--- src/rtl/fp_pkg.sv ---
`default_nettype none
// ============================================================================
// Package     : fp_pkg
// Description : Shared constants for the FP write-back / hazard slice:
//               register index width, register count, data width and the
//               bit positions of the per-field enables in chk_en.
// Revision    : 1.0 - initial release
// ============================================================================
package fp_pkg;

    localparam int FREG_W  = 5;   // FP register index width
    localparam int NFREG   = 32;  // number of FP registers
    localparam int XLEN    = 32;  // FP data width

    // chk_en bit positions, chk_en = {rd, rs3, rs2, rs1}
    localparam int CHK_RS1 = 0;
    localparam int CHK_RS2 = 1;
    localparam int CHK_RS3 = 2;
    localparam int CHK_RD  = 3;

endpackage : fp_pkg
`default_nettype wire

--- src/rtl/fp_busy_table.sv ---
`default_nettype none
// ============================================================================
// Module      : fp_busy_table
// Description : Busy-bit scoreboard for the FP register file. One bit per
//               register, set on issue and cleared on write-back; a
//               same-edge set and clear of one index leaves it set. Flush
//               empties the table and drops a same-cycle issue. Issuing to a
//               register that is busy and not being cleared is a WAW
//               violation and raises the sticky sb_err flag.
//               Ports:
//                 clk, rst_n         clock, async active-low reset
//                 set_en/set_idx     issue of an FP-writing instruction
//                 clr_en/clr_idx     register-file write this edge
//                 flush              pipeline flush
//                 chk_rs1..chk_rd    candidate instruction fields
//                 chk_en             per-field enables {rd,rs3,rs2,rs1}
//                 hazard             some enabled field is busy (comb.)
//                 sb_err             sticky WAW protocol error
// Revision    : 1.0 - initial release
// ============================================================================
module fp_busy_table
    import fp_pkg::*;
#(
    parameter int NREG = NFREG
) (
    input  logic              clk,
    input  logic              rst_n,
    input  logic              set_en,
    input  logic [FREG_W-1:0] set_idx,
    input  logic              clr_en,
    input  logic [FREG_W-1:0] clr_idx,
    input  logic              flush,
    input  logic [FREG_W-1:0] chk_rs1,
    input  logic [FREG_W-1:0] chk_rs2,
    input  logic [FREG_W-1:0] chk_rs3,
    input  logic [FREG_W-1:0] chk_rd,
    input  logic [3:0]        chk_en,
    output logic              hazard,
    output logic              sb_err
);

    logic [NREG-1:0] r_busy;
    logic            r_sb_err;
    logic [NREG-1:0] w_set_mask;
    logic [NREG-1:0] w_clr_mask;
    logic [NREG-1:0] w_busy_nxt;
    logic            w_waw;

    always_comb begin
        w_set_mask = '0;
        w_clr_mask = '0;
        if (set_en) w_set_mask[set_idx] = 1'b1;
        if (clr_en) w_clr_mask[clr_idx] = 1'b1;
        // Set applied after clear so a same-edge collision leaves the bit set.
        w_busy_nxt = (r_busy & ~w_clr_mask) | w_set_mask;
    end

    // A register being written back on this edge is free for reissue.
    assign w_waw = set_en && !flush && r_busy[set_idx] && !w_clr_mask[set_idx];

    always_ff @(posedge clk or negedge rst_n) begin
        if (!rst_n) begin
            r_busy   <= '0;
            r_sb_err <= 1'b0;
        end else begin
            if (flush) begin
                r_busy <= '0;
            end else begin
                r_busy <= w_busy_nxt;
            end
            if (w_waw) begin
                r_sb_err <= 1'b1;
            end
        end
    end

    // Lookup uses the current vector only; this edge's updates show next cycle.
    assign hazard = (chk_en[CHK_RS1] & r_busy[chk_rs1])
                  | (chk_en[CHK_RS2] & r_busy[chk_rs2])
                  | (chk_en[CHK_RS3] & r_busy[chk_rs3])
                  | (chk_en[CHK_RD]  & r_busy[chk_rd]);

    assign sb_err = r_sb_err;

endmodule : fp_busy_table
`default_nettype wire

--- src/rtl/fp_wb_scoreboard.sv ---
`default_nettype none
// ============================================================================
// Module      : fp_wb_scoreboard
// Description : FP write-back and hazard stage in front of the register file.
//               Merges the fixed-latency FPU pipe (src0, fixed priority, no
//               back-pressure) and the long-latency FDIV/FSQRT/FLW path
//               (src1, valid/ready) into one registered write port, tracks
//               in-flight destinations in a busy table for RAW/WAW stalls,
//               and requests an FPU bubble when src1 has been blocked for
//               STARVE_LIM consecutive cycles.
//               Ports:
//                 clk, rst_n                      clock, async active-low reset
//                 iss_valid/iss_rd                FP-writing issue
//                 chk_rs1/2/3, chk_rd, chk_en     candidate hazard lookup
//                 hazard                          candidate must stall
//                 src0_valid/rd/data              FPU pipe result
//                 src1_valid/ready/rd/data        long-latency result
//                 flush                           pipeline flush
//                 wb_we/wb_rd/wb_data             register-file write port
//                 starve                          request one FPU bubble
//                 sb_err                          sticky protocol error
// Revision    : 1.0 - initial release
// ============================================================================
module fp_wb_scoreboard
    import fp_pkg::*;
#(
    parameter int XLEN       = fp_pkg::XLEN,
    parameter int NREG       = NFREG,
    parameter int STARVE_LIM = 8
) (
    input  logic              clk,
    input  logic              rst_n,
    input  logic              iss_valid,
    input  logic [FREG_W-1:0] iss_rd,
    input  logic [FREG_W-1:0] chk_rs1,
    input  logic [FREG_W-1:0] chk_rs2,
    input  logic [FREG_W-1:0] chk_rs3,
    input  logic [FREG_W-1:0] chk_rd,
    input  logic [3:0]        chk_en,
    output logic              hazard,
    input  logic              src0_valid,
    input  logic [FREG_W-1:0] src0_rd,
    input  logic [XLEN-1:0]   src0_data,
    input  logic              src1_valid,
    output logic              src1_ready,
    input  logic [FREG_W-1:0] src1_rd,
    input  logic [XLEN-1:0]   src1_data,
    input  logic              flush,
    output logic              wb_we,
    output logic [FREG_W-1:0] wb_rd,
    output logic [XLEN-1:0]   wb_data,
    output logic              starve,
    output logic              sb_err
);

    localparam int                 c_CNT_W = $clog2(STARVE_LIM + 1);
    localparam logic [c_CNT_W-1:0] c_LIM   = c_CNT_W'(STARVE_LIM);

    logic              r_wb_we;
    logic [FREG_W-1:0] r_wb_rd;
    logic [XLEN-1:0]   r_wb_data;
    logic [c_CNT_W-1:0] r_cnt;
    logic              r_starve;

    logic              w_src1_ready;
    logic              w_src1_xfer;
    logic [c_CNT_W-1:0] w_cnt_nxt;

    // ------------------------------------------------------------------
    // Arbitration: src0 cannot be stalled, so src1 only moves when src0
    // is idle and no flush is in progress.
    // ------------------------------------------------------------------
    assign w_src1_ready = !src0_valid && !flush;
    assign w_src1_xfer  = src1_valid && w_src1_ready;

    // ------------------------------------------------------------------
    // Output register. rd/data hold when nothing is written so the
    // register-file inputs only toggle on real writes.
    // ------------------------------------------------------------------
    always_ff @(posedge clk or negedge rst_n) begin
        if (!rst_n) begin
            r_wb_we   <= 1'b0;
            r_wb_rd   <= '0;
            r_wb_data <= '0;
        end else if (flush) begin
            r_wb_we <= 1'b0;
        end else if (src0_valid) begin
            r_wb_we   <= 1'b1;
            r_wb_rd   <= src0_rd;
            r_wb_data <= src0_data;
        end else if (w_src1_xfer) begin
            r_wb_we   <= 1'b1;
            r_wb_rd   <= src1_rd;
            r_wb_data <= src1_data;
        end else begin
            r_wb_we <= 1'b0;
        end
    end

    // ------------------------------------------------------------------
    // Starvation counter: counts consecutive blocked src1 cycles. starve
    // is registered from the next count so it rises on the same edge the
    // counter reaches the limit.
    // ------------------------------------------------------------------
    always_comb begin
        w_cnt_nxt = r_cnt;
        if (flush || !src1_valid || w_src1_xfer) begin
            w_cnt_nxt = '0;
        end else if (r_cnt != c_LIM) begin
            w_cnt_nxt = r_cnt + c_CNT_W'(1);
        end
    end

    always_ff @(posedge clk or negedge rst_n) begin
        if (!rst_n) begin
            r_cnt    <= '0;
            r_starve <= 1'b0;
        end else begin
            r_cnt    <= w_cnt_nxt;
            r_starve <= (w_cnt_nxt == c_LIM);
        end
    end

    // ------------------------------------------------------------------
    // Busy table: cleared by the registered write port on the same edge
    // the register file captures the data.
    // ------------------------------------------------------------------
    fp_busy_table #(
        .NREG (NREG)
    ) u_busy (
        .clk     (clk),
        .rst_n   (rst_n),
        .set_en  (iss_valid),
        .set_idx (iss_rd),
        .clr_en  (r_wb_we),
        .clr_idx (r_wb_rd),
        .flush   (flush),
        .chk_rs1 (chk_rs1),
        .chk_rs2 (chk_rs2),
        .chk_rs3 (chk_rs3),
        .chk_rd  (chk_rd),
        .chk_en  (chk_en),
        .hazard  (hazard),
        .sb_err  (sb_err)
    );

    assign src1_ready = w_src1_ready;
    assign wb_we      = r_wb_we;
    assign wb_rd      = r_wb_rd;
    assign wb_data    = r_wb_data;
    assign starve     = r_starve;

endmodule : fp_wb_scoreboard
`default_nettype wire

--- config.mk ---
export PLATFORM = sky130hd
export DESIGN_NAME = fp_wb_scoreboard
export DESIGN_NICKNAME = d
export VERILOG_FILES = /design/src/rtl/fp_pkg.sv /design/src/rtl/fp_busy_table.sv /design/src/rtl/fp_wb_scoreboard.sv
export SDC_FILE = /design/constraint.sdc
export NUM_CORES = 1
export LEC_CHECK = 0
export BUFFER_PORTS_ARGS = -buffer_cell sky130_fd_sc_hd__buf_2
export CAP_MARGIN = 25
export CORE_MARGIN = 1.5
export CORE_UTILIZATION = 47
export DETAILED_ROUTE_END_ITERATION = 8
export MAX_ROUTING_LAYER = met4
export PLACE_DENSITY = 0.83
export SYNTH_ARGS = -nofsm -noshare
export SYNTH_HDL_FRONTEND = slang
export SYNTH_SLANG_ARGS = --single-unit
--- constraint.sdc ---
create_clock -name clk -period 2.9 [get_ports clk]
set_clock_uncertainty 0.15 [all_clocks]
set_input_delay 0.725 -clock clk [delete_from_list [all_inputs] [get_ports clk]]
set_output_delay 0.725 -clock clk [all_outputs]
set_load 0.02 [all_outputs]
Word level (Yosys, flattened, before mapping)
Index checks and enable logic that the tools add are counted.

operators by class
  shifts and indexed selects = 0
  reduce and logical (&&, ||, !) cells = 15
  divide/modulo/power cells = 0
  bitwise operators = 11
  equality and inequality tests = 2
  multiplexer cells = 28
  multiply operators = 0
  add/sub/neg operators = 1
  $lt $le $gt $ge = 8

operator list
  operator               number
  $mux W32               5
  $lt A5 B6 Y1 const B   6
  $and A32 B32 Y32       1
  $not A32 Y32           1
  $or A32 B32 Y32        1
  $bmux W1 S5            6
  $mux W1                11
  $demux W1 S5           2
  $ge A5 B1 Y1 const B   2
  $mux W5                2
  $mux W4                2
  $logic_and A1 B1 Y1    7
  $add A4 B1 Y4 const B  1
  $and A1 B1 Y1          4
  $eq A4 B4 Y1 const B   1
  $logic_not A1 Y1       4
  $ne A4 B4 Y1 const B   1
  $or A1 B1 Y1           3
  $logic_or A1 B1 Y1     2
  $reduce_and A2 Y1      1
  $reduce_bool A2 Y1     1
  $not A1 Y1             1

word-level totals
  register bits after elaboration = 76
  memories kept = 0
  word-level logic and storage cells = 72
  bits in writable memories = 0
  bits in read-only memories = 0
  output and inout port bits = 42
  latch bits = 0

Longest topological paths before layout
  word-level depth = 9
  gate-level depth with buffers = 7
  gate-level depth less buffers = 7

Modules after synthesis
From an unflattened synthesis, not the netlist that was laid out.

unflattened totals
  cell total of the unflattened synthesis = 473
  area total of the unflattened synthesis = 5290.1 um^2

by module, submodules not included
  module            area an instance (um^2)  times used  cells an instance  sequential area each (um^2)
  fp_busy_table     2916.5                   1           282                825.8
  fp_wb_scoreboard  2373.5                   1           191                1076.0

Worst setup path before layout
No wires, ideal clock.

  kind = input to output
  start point = input chk_rs1[1]
  end point = output hazard
  data required time = 2.025 ns
  cell stages on the path = 5
  path slack = -0.220 ns
  data arrival time = 2.245 ns
  cells stage by stage = buf_2 > mux4_2 > mux4_2 > mux2i_1 > o211ai_1

on the way
  longest elaborated chain between the ends = 6

ends and longest elaborated chain
  item                           RTL line                source
  from (decl)                    fp_wb_scoreboard.sv:35  input logic [FREG_W-1:0] chk_rs1,
  $bmux W1 S5                    fp_busy_table.sv:78     assign hazard = (chk_en[CHK_RS1] & r_busy[chk_rs1])
  $mux W1 (not written as such)  fp_busy_table.sv:78
  $and A1 B1 Y1                  fp_busy_table.sv:78
  $or A1 B1 Y1                   fp_busy_table.sv:79     | (chk_en[CHK_RS2] & r_busy[chk_rs2])
  $or A1 B1 Y1                   fp_busy_table.sv:80     | (chk_en[CHK_RS3] & r_busy[chk_rs3])
  $or A1 B1 Y1                   fp_busy_table.sv:81     | (chk_en[CHK_RD] & r_busy[chk_rd]);
  to (decl)                      fp_wb_scoreboard.sv:40  output logic hazard,

Every way passes these cells. The select of a mux whose other input is x is not followed.

Worst setup path after layout
  start point = input chk_rs3[0]
  end point = output hazard

on the way
  longest elaborated chain between the ends = 5

ends and longest elaborated chain
  item                           RTL line                source
  from (decl)                    fp_wb_scoreboard.sv:37  input logic [FREG_W-1:0] chk_rs3,
  $bmux W1 S5                    fp_busy_table.sv:80
  $mux W1 (not written as such)  fp_busy_table.sv:80
  $and A1 B1 Y1                  fp_busy_table.sv:80
  $or A1 B1 Y1                   fp_busy_table.sv:80
  $or A1 B1 Y1                   fp_busy_table.sv:81

Every way passes these cells. The select of a mux whose other input is x is not followed.

==> impl_metrics.toml <==
[synthesis]
syn_avg_cell_area_um2 = 10.4
synth-xor-area-share_pct = 1.09
ys_ff_latch = 76
synth_nets = 574
ys_warn_count = 0
synth_edf_count = 0
synth-compound-area-share_pct = 13.3
ys_types = 41
synth_top_family_by_area = "multiplexers"
syn_inst = 463
synthAdderAreaFrac_pct = 0.518
synth-simple-area-share_pct = 11.9
async_reset_ff_share_pct = 100
muxShareOfSynthArea_pct = 29.9
syn_area_um2 = 4830
yosysSeqAreaShare_pct = 39.4
ys.flop_type = "dfrtp_1"

[setup_path]
critPathLaunchType = "input port"
rr_worst_depth = 5
cp.required_ns = 2.03
end_kind = "output port"
cp.arrival_ns = 2.25
cp_max_fo = 5
critPathKind = "input port to output port"

[floorplanning]
die_w_um = 104
rows = 36
start_util_pct = 49.0
core-area_um2 = 9860
dieHeight_um = 104
dieArea_um2 = 10900
io_pins = 151

[power]
vdd_drop_max_v = 0.000339
total_power_mw = 2.75
powerDensity_nw_per_um2 = 446
p_leak_nw = 2.86

[clock_network]
cts_buffers = 9
clkLatencyLatePin_ns = 0.36
htree_levels = 3
cts_buffer_depth = 2
cts_tree = "done"
clkTransAtPathRegs_ns = 0.09
cts_root_buf = "clkbuf_8"
cts.sinks = 76

[timing]
worstMarginPinSlew_ns = 0.766
fmax_mhz = 320
hold_ws_ns = 0.327
hold_viol = 0
finalCritPeriodShare_pct = 108
setup_violations = 1
final_max_slew_viol_count = 0
timing.final.ws_setup_ns = -0.224
relSlewSlack_pct = 48.8
rsz0062_at_grt = "yes"
min_period_ns = 3.12

[finish]
diodes = 0
drive_above_1_share_pct = 41.3
n_fill_cell = 786
syn_to_final_growth_pct = 27.5
fin_util_pct = 62.4
nets = 728

[global_routing]
grt_overflow_total = 0
grt_pass1_vias = 4527
grt_usage_pct = 28.4
grt_max_degree = 77
grt_pass1_wl_um = 23200
antenna_found_initial = 0

[run_status]
status = "finished with violations"
violations = "setup timing"

[placed_design]
post-place-ws_ns = -0.391
dp_hpwl_um = 10900
gp_congestion = 0.975
port_buffers = 150

[route]
drtAntennaViolNets = 0
dr.pass1.iters = 6
drc = 0
vias_per_cell = 6.05
vias = 4564
wirelength_um = 14800
first_iter_violations = 542
routedWlPerCell_um = 19.6

[worst_hold_path]
holdCritPathClass = "flip-flop to flip-flop"
hold_path_depth = 1

[run]
cap_violations = 0
==> cell type report <==
type | count | area, um2 | share of cell area, %
tap | 133 | 166 | 2.70
sequential | 76 | 1910 | 31.1
inverter | 9 | 33.8 | 0.548
timing repair buffer | 180 | 1050 | 17.0
clock inverter | 6 | 86.3 | 1.40
multi-input combinational | 341 | 2780 | 45.1
clock buffer | 10 | 138 | 2.23
==> state kept, by name, summed over array words and instances, names as in the netlist <==
signal and count:
u_busy.sb_err 1, u_busy.r_busy 32, wb_data 32, wb_rd 5, starve 1, wb_we 1
r_cnt 4
==> cells in the mapped netlist (5+ instances only) <==
master | n | area [um2]
nand2_1 | 78 | 293
dfrtp_1 | 76 | 1900
o21ai_0 | 71 | 355
mux2i_1 | 48 | 480
mux4_2 | 36 | 811
a21oi_1 | 32 | 160
clkbuf_1 | 24 | 90.1
inv_1 | 9 | 33.8
buf_2 | 8 | 40.0
nor2_1 | 8 | 30.0
nand3b_1 | 6 | 45.0
a22oi_1 | 5 | 37.5
mux4_1 | 5 | 131
nand3_1 | 5 | 25.0
nor3b_1 | 5 | 37.5
==> worst max-delay path, cell delays in order <==
cell      delay [ns]
buf_8           0.09
mux4_2          0.49
mux4_2          0.51
a31oi_4         0.15
o211ai_1        0.10
buf_4           0.17
==> metal layers <==
metal  track usage [%]  wire length [um]
met5                 -                 0
met4              15.5               677
met3              5.20              1510
met2              45.6              7230
met1              34.0              5370
==> logic make-up (layout without fill, tap and decap cells) <==
kind of cell | count (synthesis) | in the layout
AOI/OAI and AO/OA | 119 | 119
xor gates and xnor gates | 6 | 6
adders and majority gates | 2 | 2
buffers and inverters | 46 | 205
DFF | 76 | 76
muxes | 91 | 91
and+or+nand+nor | 123 | 123
==> cell usage in the layout (no fill, tap or decap), types with 6 or more instances in the layout <==
master,count
buf_4,32
nand3b_1,6
dfrtp_2,10
mux2i_1,48
a21oi_1,32
o21ai_0,70
buf_2,142
mux4_2,40
dfrtp_1,66
inv_1,9
nor2_1,8
clkbuf_8,10
nand2_1,78
==> stage by stage <==
stage	setup TNS (ns)	cells	instance area, um2
2_1_floorplan	-0.115	463	4840
3_3_place_gp	-0.353	734	5800
3_5_place_dp	-0.391	734	5800
4_1_cts	-0.244	750	6080
5_1_grt	-0.270	755	6160
6_report	-0.224	755	6160
==> timing repair <==
item | CTS | global route
resized for setup | 20 | 9
hold buffers | 0 | 1
setup endpoints to repair | 1 | 1
endpoints found under the hold margin | 0 | 1
pin swaps | 3 | 1
setup buffers | 0 | 3
==> report_power, final <==
part	switching (mW)	internal (mW)	total, mW
Combinational	0.362	0.255	0.616
Sequential	0.0754	1.14	1.21
Clock	0.409	0.508	0.917
==> final timing paths <==
check	startpoint	endpoint	slack, ns
setup / recovery	chk_rs3[0]	hazard	-0.22
hold / removal	u_busy.sb_err$_DFFE_PN0P_	u_busy.sb_err$_DFFE_PN0P_	0.33
setup reg to reg	u_busy.r_busy[7]$_DFF_PN0_	u_busy.sb_err$_DFFE_PN0P_	0.94
hold reg to reg	u_busy.sb_err$_DFFE_PN0P_	u_busy.sb_err$_DFFE_PN0P_	0.33
max in group asynchronous	rst_n	u_busy.r_busy[1]$_DFF_PN0_	1.45
min in group asynchronous	rst_n	wb_data[6]$_DFFE_PN0P_	0.57
Note: power is estimated with default switching activity, not from simulation.
